--- src/rtl/reg_bus_arbiter_pkg.sv ---
// Shared types and constants for the GPIO/ID register-bus arbiter.
package reg_bus_pkg;

    typedef enum logic [1:0] {
        IDLE   = 2'd0,
        ACCESS = 2'd1,
        CAPT   = 2'd2,
        RESP   = 2'd3
    } state_e;

    // Register word addresses inside the GPIO/ID block.
    localparam logic [2:0] CNAME    = 3'd0;
    localparam logic [2:0] CVERSION = 3'd1;
    localparam logic [2:0] TRISTATE = 3'd2;
    localparam logic [2:0] PINSTATE = 3'd3;
    localparam logic [2:0] INTMASK  = 3'd4;
    localparam logic [2:0] DATAREG  = 3'd5;
    localparam logic [2:0] SCRATCH  = 3'd6;

    // Bit n set means word address n accepts that kind of access.
    localparam logic [7:0] WR_MASK_DEFAULT = 8'b0111_0100;
    localparam logic [7:0] RD_MASK_DEFAULT = 8'b0111_1111;

    // An access is rejected when its direction is not permitted at that address.
    function automatic logic access_error(input logic       we,
                                          input logic [2:0] addr,
                                          input logic [7:0] wr_mask,
                                          input logic [7:0] rd_mask);
        logic err;
        if (we) begin
            err = ~wr_mask[addr];
        end else begin
            err = ~rd_mask[addr];
        end
        return err;
    endfunction

endpackage

--- src/rtl/reg_bus_arbiter_if.sv ---
// One requester channel: req/gnt request side plus rvalid/rready response side.
interface reg_bus_if;
    logic        req;
    logic        we;
    logic [2:0]  addr;
    logic [3:0]  wben;
    logic [31:0] wdata;
    logic        gnt;
    logic        rvalid;
    logic        rready;
    logic [31:0] rdata;
    logic        rerr;

    modport master (
        output req, we, addr, wben, wdata, rready,
        input  gnt, rvalid, rdata, rerr
    );

    modport slave (
        input  req, we, addr, wben, wdata, rready,
        output gnt, rvalid, rdata, rerr
    );
endinterface

--- src/rtl/reg_bus_arbiter_rr_arb2.sv ---
// Two-way round-robin arbiter; a tie goes to the master that did not win last.
module rr_arb2 (
    input  logic       clk,
    input  logic       reset,
    input  logic [1:0] req_i,
    input  logic       upd_i,
    output logic [1:0] grant_o
);

    logic last_q;
    logic last_d;

    // Pick the winner and decide whether the fairness pointer moves.
    always_comb begin
        grant_o = 2'b00;
        last_d  = last_q;
        case (req_i)
            2'b01:   grant_o = 2'b01;
            2'b10:   grant_o = 2'b10;
            2'b11:   grant_o = last_q ? 2'b01 : 2'b10;
            default: grant_o = 2'b00;
        endcase
        if (upd_i && (grant_o != 2'b00)) begin
            last_d = grant_o[1];
        end else begin
            last_d = last_q;
        end
    end

    // Last winner starts at master 1 so master 0 takes the first tie.
    always_ff @(posedge clk or negedge reset) begin
        if (!reset) begin
            last_q <= 1'b1;
        end else begin
            last_q <= last_d;
        end
    end

endmodule

--- src/rtl/reg_bus_arbiter.sv ---
// Shares the single-ported GPIO/ID register block between the core and debug ports.
module reg_bus_arbiter
    import reg_bus_pkg::*;
#(
    parameter logic [7:0] WR_MASK = WR_MASK_DEFAULT,
    parameter logic [7:0] RD_MASK = RD_MASK_DEFAULT
) (
    input  logic        clk,
    input  logic        reset,
    reg_bus_if.slave    m0,
    reg_bus_if.slave    m1,
    output logic [2:0]  reg_addr,
    output logic        reg_r_wn,
    output logic [3:0]  reg_wben,
    output logic [31:0] reg_wdata,
    input  logic [31:0] reg_rdata
);

    state_e      state_q, state_d;
    logic        mst_q, mst_d;
    logic        we_q, we_d;
    logic        err_q, err_d;
    logic [31:0] rsp_q, rsp_d;
    logic [2:0]  reg_addr_q, reg_addr_d;
    logic        reg_r_wn_q, reg_r_wn_d;
    logic [3:0]  reg_wben_q, reg_wben_d;
    logic [31:0] reg_wdata_q, reg_wdata_d;

    logic [1:0]  grant_s;
    logic [1:0]  gnt_s;
    logic        sel_we_s;
    logic [2:0]  sel_addr_s;
    logic [3:0]  sel_wben_s;
    logic [31:0] sel_wdata_s;
    logic        sel_err_s;
    logic        rready_s;
    logic        resp_s;

    rr_arb2 u_arb (
        .clk     (clk),
        .reset   (reset),
        .req_i   ({m1.req, m0.req}),
        .upd_i   (state_q == IDLE),
        .grant_o (grant_s)
    );

    // Route the winning master's request fields and classify the access.
    always_comb begin
        if (grant_s[1]) begin
            sel_we_s    = m1.we;
            sel_addr_s  = m1.addr;
            sel_wben_s  = m1.wben;
            sel_wdata_s = m1.wdata;
        end else begin
            sel_we_s    = m0.we;
            sel_addr_s  = m0.addr;
            sel_wben_s  = m0.wben;
            sel_wdata_s = m0.wdata;
        end
        sel_err_s = access_error(sel_we_s, sel_addr_s, WR_MASK, RD_MASK);
        rready_s  = mst_q ? m1.rready : m0.rready;
    end

    // Sequencer: grant in IDLE, drive the port in ACCESS, capture in CAPT, respond in RESP.
    always_comb begin
        state_d     = state_q;
        mst_d       = mst_q;
        we_d        = we_q;
        err_d       = err_q;
        rsp_d       = rsp_q;
        reg_addr_d  = reg_addr_q;
        reg_wdata_d = reg_wdata_q;
        reg_r_wn_d  = 1'b1;
        reg_wben_d  = 4'b0000;
        gnt_s       = 2'b00;
        case (state_q)
            IDLE: begin
                if (grant_s != 2'b00) begin
                    gnt_s      = grant_s;
                    mst_d      = grant_s[1];
                    we_d       = sel_we_s;
                    err_d      = sel_err_s;
                    reg_addr_d = sel_addr_s;
                    state_d    = ACCESS;
                    // Only a permitted write ever reaches the register block as a write.
                    if (sel_we_s && !sel_err_s) begin
                        reg_r_wn_d  = 1'b0;
                        reg_wben_d  = sel_wben_s;
                        reg_wdata_d = sel_wdata_s;
                    end else begin
                        reg_r_wn_d  = 1'b1;
                        reg_wben_d  = 4'b0000;
                    end
                end else begin
                    state_d = IDLE;
                end
            end
            ACCESS: begin
                state_d = CAPT;
            end
            CAPT: begin
                // Read data arrives one cycle after the read cycle.
                if (!we_q && !err_q) begin
                    rsp_d = reg_rdata;
                end else begin
                    rsp_d = 32'h0000_0000;
                end
                state_d = RESP;
            end
            RESP: begin
                if (rready_s) begin
                    state_d = IDLE;
                end else begin
                    state_d = RESP;
                end
            end
            default: begin
                state_d = IDLE;
            end
        endcase
    end

    // State, transaction latch and register-port outputs.
    always_ff @(posedge clk or negedge reset) begin
        if (!reset) begin
            state_q     <= IDLE;
            mst_q       <= 1'b0;
            we_q        <= 1'b0;
            err_q       <= 1'b0;
            rsp_q       <= 32'h0000_0000;
            reg_addr_q  <= 3'd0;
            reg_r_wn_q  <= 1'b1;
            reg_wben_q  <= 4'b0000;
            reg_wdata_q <= 32'h0000_0000;
        end else begin
            state_q     <= state_d;
            mst_q       <= mst_d;
            we_q        <= we_d;
            err_q       <= err_d;
            rsp_q       <= rsp_d;
            reg_addr_q  <= reg_addr_d;
            reg_r_wn_q  <= reg_r_wn_d;
            reg_wben_q  <= reg_wben_d;
            reg_wdata_q <= reg_wdata_d;
        end
    end

    assign resp_s    = (state_q == RESP);
    assign reg_addr  = reg_addr_q;
    assign reg_r_wn  = reg_r_wn_q;
    assign reg_wben  = reg_wben_q;
    assign reg_wdata = reg_wdata_q;

    assign m0.gnt    = gnt_s[0];
    assign m1.gnt    = gnt_s[1];
    assign m0.rvalid = resp_s & ~mst_q;
    assign m1.rvalid = resp_s & mst_q;
    assign m0.rerr   = resp_s & ~mst_q & err_q;
    assign m1.rerr   = resp_s & mst_q & err_q;
    assign m0.rdata  = (resp_s && !mst_q) ? rsp_q : 32'h0000_0000;
    assign m1.rdata  = (resp_s && mst_q) ? rsp_q : 32'h0000_0000;

endmodule

--- src/flat_wrapper.sv ---
// flat-port wrapper written by rule: the top's interface ports become plain ports
module reg_bus_arbiter_flat import reg_bus_pkg::*;
#(
    parameter logic [7:0] WR_MASK = WR_MASK_DEFAULT,
    parameter logic [7:0] RD_MASK = RD_MASK_DEFAULT
)
  (clk, reset, reg_addr, reg_r_wn, reg_wben, reg_wdata, reg_rdata, m0_req, m0_we, m0_addr, m0_wben, m0_wdata, m0_rready, m0_gnt, m0_rvalid, m0_rdata, m0_rerr, m1_req, m1_we, m1_addr, m1_wben, m1_wdata, m1_rready, m1_gnt, m1_rvalid, m1_rdata, m1_rerr);
  reg_bus_if m0_i ();
  reg_bus_if m1_i ();
  input  logic clk;
  input  logic reset;
  output logic [2:0] reg_addr;
  output logic reg_r_wn;
  output logic [3:0] reg_wben;
  output logic [31:0] reg_wdata;
  input  logic [31:0] reg_rdata;
  input wire logic [$bits(m0_i.req)-1:0] m0_req;
  input wire logic [$bits(m0_i.we)-1:0] m0_we;
  input wire logic [$bits(m0_i.addr)-1:0] m0_addr;
  input wire logic [$bits(m0_i.wben)-1:0] m0_wben;
  input wire logic [$bits(m0_i.wdata)-1:0] m0_wdata;
  input wire logic [$bits(m0_i.rready)-1:0] m0_rready;
  output wire logic [$bits(m0_i.gnt)-1:0] m0_gnt;
  output wire logic [$bits(m0_i.rvalid)-1:0] m0_rvalid;
  output wire logic [$bits(m0_i.rdata)-1:0] m0_rdata;
  output wire logic [$bits(m0_i.rerr)-1:0] m0_rerr;
  input wire logic [$bits(m1_i.req)-1:0] m1_req;
  input wire logic [$bits(m1_i.we)-1:0] m1_we;
  input wire logic [$bits(m1_i.addr)-1:0] m1_addr;
  input wire logic [$bits(m1_i.wben)-1:0] m1_wben;
  input wire logic [$bits(m1_i.wdata)-1:0] m1_wdata;
  input wire logic [$bits(m1_i.rready)-1:0] m1_rready;
  output wire logic [$bits(m1_i.gnt)-1:0] m1_gnt;
  output wire logic [$bits(m1_i.rvalid)-1:0] m1_rvalid;
  output wire logic [$bits(m1_i.rdata)-1:0] m1_rdata;
  output wire logic [$bits(m1_i.rerr)-1:0] m1_rerr;
  assign m0_i.req = m0_req;
  assign m0_i.we = m0_we;
  assign m0_i.addr = m0_addr;
  assign m0_i.wben = m0_wben;
  assign m0_i.wdata = m0_wdata;
  assign m0_i.rready = m0_rready;
  assign m0_gnt = m0_i.gnt;
  assign m0_rvalid = m0_i.rvalid;
  assign m0_rdata = m0_i.rdata;
  assign m0_rerr = m0_i.rerr;
  assign m1_i.req = m1_req;
  assign m1_i.we = m1_we;
  assign m1_i.addr = m1_addr;
  assign m1_i.wben = m1_wben;
  assign m1_i.wdata = m1_wdata;
  assign m1_i.rready = m1_rready;
  assign m1_gnt = m1_i.gnt;
  assign m1_rvalid = m1_i.rvalid;
  assign m1_rdata = m1_i.rdata;
  assign m1_rerr = m1_i.rerr;
  reg_bus_arbiter #(.WR_MASK(WR_MASK), .RD_MASK(RD_MASK)) u_core (.clk(clk), .reset(reset), .m0(m0_i), .m1(m1_i), .reg_addr(reg_addr), .reg_r_wn(reg_r_wn), .reg_wben(reg_wben), .reg_wdata(reg_wdata), .reg_rdata(reg_rdata));
endmodule
--- config.mk ---
export PLATFORM = sky130hd
export DESIGN_NAME = reg_bus_arbiter_flat
export DESIGN_NICKNAME = d
export VERILOG_FILES = /design/src/rtl/reg_bus_arbiter_pkg.sv /design/src/rtl/reg_bus_arbiter_if.sv /design/src/rtl/reg_bus_arbiter_rr_arb2.sv /design/src/rtl/reg_bus_arbiter.sv /design/src/flat_wrapper.sv
export SDC_FILE = /design/constraint.sdc
export NUM_CORES = 1
export LEC_CHECK = 0
export CORE_UTILIZATION = 38
export CTS_CLUSTER_DIAMETER = 150
export DETAILED_ROUTE_END_ITERATION = 8
export PLACE_DENSITY = 0.83
export RECOVER_POWER = 100
export SLEW_MARGIN = 20
export SYNTH_ARGS = -nofsm -noshare
export SYNTH_HDL_FRONTEND = slang
export SYNTH_SLANG_ARGS = --single-unit
--- constraint.sdc ---
create_clock -name clk -period 2.2 [get_ports clk]
set_clock_uncertainty 0.15 [all_clocks]
set_input_delay 0.44 -clock clk [delete_from_list [all_inputs] [get_ports clk]]
set_output_delay 0.44 -clock clk [all_outputs]
set_load 0.1 [all_outputs]
# After elaboration in Yosys (flattened, before gate mapping)
# Memory sizes are Yosys's and may differ from the RTL's.
# Index checks and enable logic that the tools add are counted.
[classes] magnitude_cmp=1 eq_ne=6 n_mux=24 n_bitwise=7 reduce_logical=13
[ops] operator="two-way mux 32 bit" count=4
[ops] operator="two-way mux 4 bit" count=4
[ops] operator="two-way mux 1 bit" count=9
[ops] operator="equality test 2 bit (second input constant)" count=4
[ops] operator="two-way mux 2 bit" count=4
[ops] operator="one-hot mux 2 bit (4 select lines)" count=1
[ops] operator="one-hot mux 2 bit (3 select lines)" count=1
[ops] operator="logical AND 1 bit" count=5
[ops] operator="bitwise AND 1 bit" count=4
[ops] operator="equality test 2 x 1 -> 1 bit (second input constant)" count=2
[ops] operator="zero test 1 bit" count=4
[ops] operator="less-than comparator 3 x 4 -> 1 bit (second input constant)" count=1
[ops] operator="two-way mux 3 bit" count=1
[ops] operator="NOT 1 bit" count=3
[ops] operator="AND reduction 3 bit" count=1
[ops] operator="zero test 2 bit" count=1
[ops] operator="AND reduction 2 bit" count=1
[ops] operator="nonzero test 2 bit" count=1
[totals] reg_bits=78 rom_bits=16 input_bits=118 output_inout_bits=110 word_cells=63 mem_count=2
[memory_table] memory="(name not given)" words=8 width=1 rd=1 rd_clocked_by_memory_dff=0 wr=0 line="reg_bus_arbiter_pkg.sv:31" source="err = ~wr_mask[addr];"
[memory_table] memory="(name not given)" words=8 width=1 rd=1 rd_clocked_by_memory_dff=0 wr=0 line="reg_bus_arbiter_pkg.sv:33" source="err = ~rd_mask[addr];"

# Longest topological paths before layout
# Gate-level depths: netlist (run 1).
[depth] ltp_word=12 depth_mapped=6 mapped_depth_nobuf=4

# Modules after synthesis
# From an unflattened synthesis (run 1), not the netlist that was laid out.
[unflattened] hier_cells=323 area_unflattened_um2=3861.2
[modules_own_cells] module="reg_bus_arbiter" instances=1 cells_per_inst=317 area_each_um2=3804.9 seq_area_each_um2=1928.1
[modules_own_cells] module="rr_arb2" instances=1 cells_per_inst=6 area_each_um2=56.3 seq_area_each_um2=26.3

# Worst setup path after synthesis (run 1)
# Ideal clock, no wire load.
[synth_timing] kind="flip-flop to output port" startpoint="register u_core.state_q[1]" endpoint="output m1_rdata[22]" arrival_time_ps=2602 required_ps=1610 setup_slack_ps=-992 path_stages_with_launch=5 path_buffers=2 cell_sequence="dfrtp_1 -> and3_1 -> clkbuf_1 -> clkbuf_1 -> and2_1"
[synth_between] elab_chain_len=3
[synth_rtl] item="from (decl)" line="reg_bus_arbiter.sv:19" source="state_e state_q, state_d;"
[synth_rtl] item="from (signal assigned)" line="reg_bus_arbiter.sv:136" source="state_q <= state_d;"
[synth_rtl] item="equality test 2 bit" line="reg_bus_arbiter.sv:148" source="assign resp_s = (state_q == RESP);"
[synth_rtl] item="logical AND 1 bit" line="reg_bus_arbiter.sv:161" source="assign m1.rdata = (resp_s && mst_q) ? rsp_q : 32'h0000_0000;"
[synth_rtl] item="two-way mux 32 bit" line="reg_bus_arbiter.sv:161"
[synth_rtl] item="to (decl)" line="flat_wrapper.sv:35" source="output wire logic [$bits(m1_i.rdata)-1:0] m1_rdata;"
# Every way passes these cells.

# Worst setup path in the final report (run 1)
[layout_timing] startpoint="register u_core.state_q[1]" endpoint="output m1_rdata[12]"
# Same word-level chain as after synthesis.

==> results of run 1 <==
-- how the worst min path moves through the flow --
stage                               from  cells past startpoint  slack (ns)                   end
global placement      u_core.reg_addr[2]                      2        0.32    u_core.reg_addr[2]
floorplan                          reset                      0      -0.006          u_core.err_q
global route                      m0_req                      2        0.20   u_core.u_arb.last_q
finish                            m0_req                      2        0.19   u_core.u_arb.last_q
CTS                   u_core.reg_addr[0]                      2        0.35    u_core.reg_addr[0]
detailed placement  u_core.reg_wdata[14]                      1        0.33  u_core.reg_wdata[14]
-- power groups by stage --
stage | clock network, mW | registers (mW) | logic, mW
after global placement | 0 | 2.40 | 7.63
after CTS | 1.48 | 2.43 | 7.79
after global routing | 1.54 | 2.50 | 8.14
after floorplan | 0 | 4.60 | 3.13
final | 1.44 | 2.42 | 7.86
after detailed placement | 0 | 2.45 | 7.74
-- layout by cell type (no fill, tap or decap), types with 2 or more instances in the layout --
master / n
buf_4: 58
mux2_1: 26
nand2_1: 105
nand2b_1: 3
mux2i_1: 4
clkdlybuf4s50_1: 114
nor2b_1: 3
o21ai_0: 4
inv_2: 2
and2_1: 5
clkbuf_8: 10
dfrtp_1: 75
a21oi_1: 6
buf_12: 74
clkbuf_4: 2
mux2_2: 8
dfstp_2: 2
nand3_1: 8
and2_2: 39
nor2_1: 3
bufinv_16: 4
and2_4: 22
a22o_1: 32
-- logic make-up after synthesis --
family	Yosys count
buf+inv	29
flops	78
mux	38
simple gates	195
compound gates	52
-- flip-flops by register name, summed over array words and instances, names as in the netlist --
register / count
u_core.reg_wdata: 32
u_core.rsp_q: 32
u_core.reg_wben: 4
u_core.reg_addr: 3
u_core.state_q: 2
u_core.err_q: 1
u_core.mst_q: 1
u_core.reg_r_wn: 1
u_core.u_arb.last_q: 1
u_core.we_q: 1
-- per-layer routing --
| metal | track usage (%) | share of wire (%) | up-vias |
|---|---|---|---|
| li1 | - | - | 1776 |
| met1 | 27.2 | 38 | 1798 |
| met2 | 42.1 | 51 | 176 |
| met3 | 6.24 | 8.5 | 19 |
| met4 | 10.6 | 2.2 | 0 |
| met5 | 0 | 0 | - |
-- stage by stage --
step / hold slack [ns] / cell area [µm²] / util (%)
final: 0.192 / 7460 / 76.0
after CTS: 0.347 / 7420 / 75.5
after global routing: 0.204 / 7460 / 76.0
after global placement: 0.319 / 7120 / 72.5
after detailed placement: 0.327 / 7120 / 72.5
after floorplan: -0.00559 / 3980 / -
-- area by class of cell --
cell class	instances	area share (%)
Multi-Input combinational cell	285	25.8
Antenna cell	1	0.0336
Inverter	3	0.151
Timing Repair Buffer	252	42.0
Clock buffer	10	1.85
Sequential cell	78	26.2
Tap cell	133	2.23
Clock inverter	6	1.78
-- timing repair --
| action | in CTS | in global routing |
|---|---|---|
| endpoints found under the hold margin | 76 | 0 |
| setup buffers | 1 | 2 |
| gates cloned | 0 | 1 |
| setup endpoints to repair | 59 | 68 |
| resized for setup | 6 | 6 |
| hold buffers | 1 | 0 |
| pin swaps | 0 | 1 |
==> flow_summary_export.csv, run 1 <==
group,metric,value,unit
status,status,"completed",
route,wl,12.8,mm
timing,worst_slew_pin_slew,1.05,ns
synthesis,synth-edff-count,0,
power,swShare,54.5,%
global_route,grt_pass1_vias,3704,
synthesis,synth_top_area_share,49.0,%
worst_setup_path,worstPathRequired,1.61,ns
worst_setup_path,cp-endpoint,"m1_rdata[12]",
timing,fin_setup_tns,0,ns
power,peakVddDrop,1.15,mV
timing,rsz0062_at_grt,"yes",
worst_setup_path,r2r_start,"u_core.u_arb.last_q",
synthesis,ys_top_cells_by_area,"dfrtp_1 49%, and2_1 11%, nand2_1 10%",
synthesis,synth_top_cell_by_area,"dfrtp_1",
clock_network,clk_pin_slew,0.08,ns
synthesis,synth_ff_type,"dfrtp_1",
worst_setup_path,crit_chain,"and3_4, clkbuf_16, and2_2, buf_12",
synthesis,synthXorXnorAreaFrac,0,%
cells_and_area,multi_input_area,0.00192,mm²
synthesis,ys_seq_elements,78,
worst_setup_path,startpoint_type,"flip-flop",
synthesis,yosys_warnings,0,
cells_and_area,fill_cells,628,
cells_and_area,fin_nets,747,
clock_network,cts_tree,"done",
route,drc_errors,0,
power,comb_power_share,67.0,%
floorplan,start_util,39.5,%
placed_design,hpwl,9.59,mm
worst_setup_path,path_depth,4,
synthesis,synth_most_common_cell,"nand2_1",
synthesis,synth_compound_area_share,11.0,%
synthesis,synthSimpleGateAreaFrac,24.4,%
timing,finalCritPeriodShare,97.5,%
clock_network,htree_levels,3,
synthesis,synth_top_family_by_area,"simple AND/OR/NAND/NOR gates",
global_route,grt_max_degree,79,
global_route,antenna_found_initial,1,
synthesis,syn-num-nets,510,
worst_setup_path,path_buf_inv,2,
synthesis,muxShareOfSynthArea,10.9,%
route,first_pass_iters,5,
synthesis,synthAdderAreaFrac,0,%
power,p_total,11.7,mW
worst_setup_path,max_stage_delay,0.44,ns
worst_setup_path,reg2reg_depth,5,
floorplan,fp.dieH,103,µm
synthesis,syn_area,0.00388,mm²
clock_network,numCtsBuffers,9,
min_path,worstHoldPathType,"input port to flip-flop",
timing,finalSetupViolations,0,
clock_network,clk_path_buf_depth,2,
floorplan,io_pins,228,
cells_and_area,drive_above_1_share,37.1,%
clock_network,clock_sinks,78,
clock_network,clk_latency,0.35,ns
floorplan,rows,36,
global_route,grt_overflow,0,
power,p_sw,6.39,mW
worst_setup_path,crit_family,"flip-flops",
cells_and_area,final-seq-area,0.00196,mm²
synthesis,async_flop_share,100,%
timing,fin_crit,2.14,ns
cells_and_area,instances_no_fill,768,
route,vias_per_cell,4.91,
floorplan,die_w,103,µm
global_route,grtUsageTotal,23.8,%
power,intPower,5.33,mW
placed_design,gp_congestion,0.772,
power,seqPwrFrac,20.7,%
worst_setup_path,reg2reg_to,"u_core.reg_wdata[17]",
floorplan,die-area,0.0106,mm²
global_route,grt_pass1_wl,18.9,mm
worst_setup_path,rrSetupSlack,0.24,ns
worst_setup_path,path_max_fanout,17,
worst_setup_path,cp-end-kind,"output port",
route,drt-wirelength-per-cell,16.6,µm
power,clkPwrFrac,12.3,%
synthesis,synthCells,392,
placed_design,dp.cells,746,
timing,drv_slew,0,
power,leakage,3.47,nW
worst_setup_path,critical_path_arrival,1.55,ns
synthesis,synth_commonest_cells,"106 x nand2_1, 76 x dfrtp_1, 66 x and2_1, 32 x a22o_1, 26 x mux2_1",
power,power_density,1570,mW/mm²
route,vias,3769,
timing,fin_ws,0.0554,ns
timing,fmax,466,MHz
placed_design,dp_slack,-0.171,ns
clock_network,clock-root-buffer,"clkbuf_8",
synthesis,syn_area_per_cell,9.89,µm²
synthesis,synthDistinctLibCells,34,
placed_design,portBuffers,227,
worst_setup_path,crit_type,"flip-flop to output port",
timing,hold_violations,0,
timing,slew-limit-headroom,29.8,%
job,drv_cap,0,
route,ant_nets,0,
route,drtIter0Drc,80,
cells_and_area,area_delta_synth_final,92.3,%
worst_setup_path,critPathSlowestCell,"dfrtp_2",
worst_setup_path,startpoint,"u_core.state_q[1]",
floorplan,core-area,0.00982,mm²
synthesis,synth-seq-area-share,50.4,%
Power figures use the tool's default switching activity.
==> run 2, diff against run 1 <==
CORE_UTILIZATION = 34   (was 38)
PLACE_DENSITY = 0.78   (was 0.83)
clock period = 1.8 ns   (was 2.2 ns; I/O delays follow)
==> flow_summary_export.csv, run 2 (synthesis gave the netlist of run 1 again) <==
group,metric,value,unit
power,p_sw,8.31,mW
global_route,grt_max_degree,42,
route,vias,3969,
global_route,top_usage_layer,"met2",
route,ant_nets,0,
timing,slew-limit-headroom,64.5,%
floorplan,die-area,0.0118,mm²
worst_setup_path,startpoint_type,"flip-flop",
clock_network,clock_sinks,78,
timing,rsz0062_at_grt,"yes",
worst_setup_path,cp-end-kind,"output port",
clock_network,numCtsBuffers,9,
cells_and_area,fin_nets,774,
cells_and_area,n_antenna_cell,0,
timing,finalCritPeriodShare,115,%
clock_network,clock-root-buffer,"clkbuf_16",
placed_design,place_area,0.00778,mm²
global_route,antenna_found_initial,0,
power,clkPwrFrac,12.2,%
cells_and_area,final_cell_area,0.00863,mm²
min_path,worstHoldPathType,"input port to flip-flop",
floorplan,core-area,0.0110,mm²
power,seqPwrFrac,19.1,%
power,intPower,8.59,mW
route,drtIter0Drc,187,
floorplan,fp.dieH,109,µm
placed_design,dp.cells,761,
route,drt-wirelength-per-cell,17.5,µm
global_route,grt_pass1_wl,21.6,mm
clock_network,clk_pin_slew,0.06,ns
status,violations,"negative setup slack",
timing,fin_crit,2.08,ns
worst_setup_path,crit_type,"flip-flop to output port",
floorplan,die_w,109,µm
placed_design,portBuffers,227,
placed_design,dp_slack,-0.554,ns
clock_network,cts_tree,"done",
route,vias_per_cell,4.96,
timing,fin_ws,-0.279,ns
global_route,grt_pass1_vias,4158,
route,drc_errors,0,
floorplan,rows,38,
status,status,"complete, but fails checks",
timing,finalSetupViolations,102,
cells_and_area,fill_cells,648,
global_route,grt_use_met3,9.21,%
floorplan,io_pins,228,
worst_setup_path,path_max_fanout,4,
power,swShare,49.2,%
timing,fmax,481,MHz
job,drv_cap,0,
worst_setup_path,worstPathRequired,1.29,ns
timing,drv_slew,0,
global_route,grt_overflow,0,
cells_and_area,area_delta_synth_final,123,%
route,first_pass_iters,4,
global_route,use_met2,44.6,%
clock_network,clk_latency,0.33,ns
power,comb_power_share,68.7,%
worst_setup_path,critical_path_arrival,1.57,ns
timing,worst_hold_slack,0.317,ns
timing,hold_violations,0,
floorplan,start_util,35.3,%
placed_design,hpwl,10.1,mm
clock_network,clk_path_buf_depth,2,
global_route,use_met1,25.0,%
clock_network,htree_levels,3,
cells_and_area,mostFrequentLayoutCells,"121 x buf_12, 114 x clkdlybuf4s50_1, 105 x nand2_1, 74 x dfrtp_1, 62 x and2_4",
route,wl,14.0,mm
cells_and_area,drive_above_1_share,44.7,%
placed_design,gp_congestion,0.838,
cells_and_area,instances_no_fill,800,
power,p_total,16.9,mW
power,power_density,1960,mW/mm²
cells_and_area,layout_commonest_cell,"buf_12",
power,peakVddDrop,1.36,mV
timing,worst_slew_pin_slew,0.532,ns
global_route,grtUsageTotal,24.2,%
power,leakage,3.93,nW
## run 2: cell types whose count changed in the layout (fill, tap and decap cells not counted), moves of 26 or more
cell | previous run | this run
and2_4 | 22 | 62
mux2_1 | 26 | 0
buf_12 | 74 | 121
and2_2 | 39 | 4
buf_4 | 58 | 27
mux2_4 | 0 | 32
## run 2: power groups by stage
stage                     sequential [mW]  combinational [mW]  clock, mW
after floorplan                      5.65                4.08          0
after global placement               3.16                10.5          0
after detailed placement             3.22                10.7          0
after CTS                            3.21                11.6       2.11
after global routing                 3.30                12.0       2.18
final                                3.23                11.6       2.06
## run 2: area by class of cell
type | instances | area [µm²] | share of cell area (%)
inverter | 3 | 18.8 | 0.217
tap | 140 | 175 | 2.03
clock buffer | 11 | 243 | 2.81
clock inverter | 4 | 95.1 | 1.10
multi-input combinational | 285 | 2140 | 24.8
sequential | 78 | 1960 | 22.7
timing repair buffer | 279 | 4010 | 46.4
## run 2: timing repair
action	in CTS	in global routing
pin swaps	27	15
setup endpoints to repair	102	103
hold buffers	1	0
setup buffers	16	3
gates resized for setup	66	10
cloned	6	1
endpoints found under the hold margin	18	0
## run 2: worst max-delay path, stage by stage (launching register included)
cell and delay [ns]:
dfrtp_2 0.42, and3_4 0.21, buf_12 0.14, clkbuf_16 0.15
and2_4 0.16, buf_12 0.16
## run 2: layer usage
layer / part of all wire [%] / wire (µm)
met4: 2.3 / 327
met3: 9.3 / 1300
met5: 0 / 0
met1: 35 / 4960
met2: 53 / 7390
## run 2: final timing paths
check	from	end	slack (ns)	cells after the start
worst max-delay path	u_core.mst_q	m1_rdata[12]	-0.28	5
worst min-delay path	m0_req	u_core.u_arb.last_q	0.32	2
worst max register to register	u_core.u_arb.last_q	u_core.reg_wdata[3]	-0.24	8
worst min register to register	u_core.rsp_q[21]	u_core.rsp_q[21]	0.39	1
max in group asynchronous	reset	u_core.rsp_q[17]	0.18	3
min in group asynchronous	reset	u_core.reg_wdata[1]	0.38	2
## run 2: stage by stage
step | TNS (ns) | util (%)
after floorplan | -2.07 | -
after global placement | -16.27 | 70.8
after detailed placement | -19.35 | 70.8
after CTS | -24.16 | 78.7
after global routing | -27.04 | 78.6
final | -21.51 | 78.6
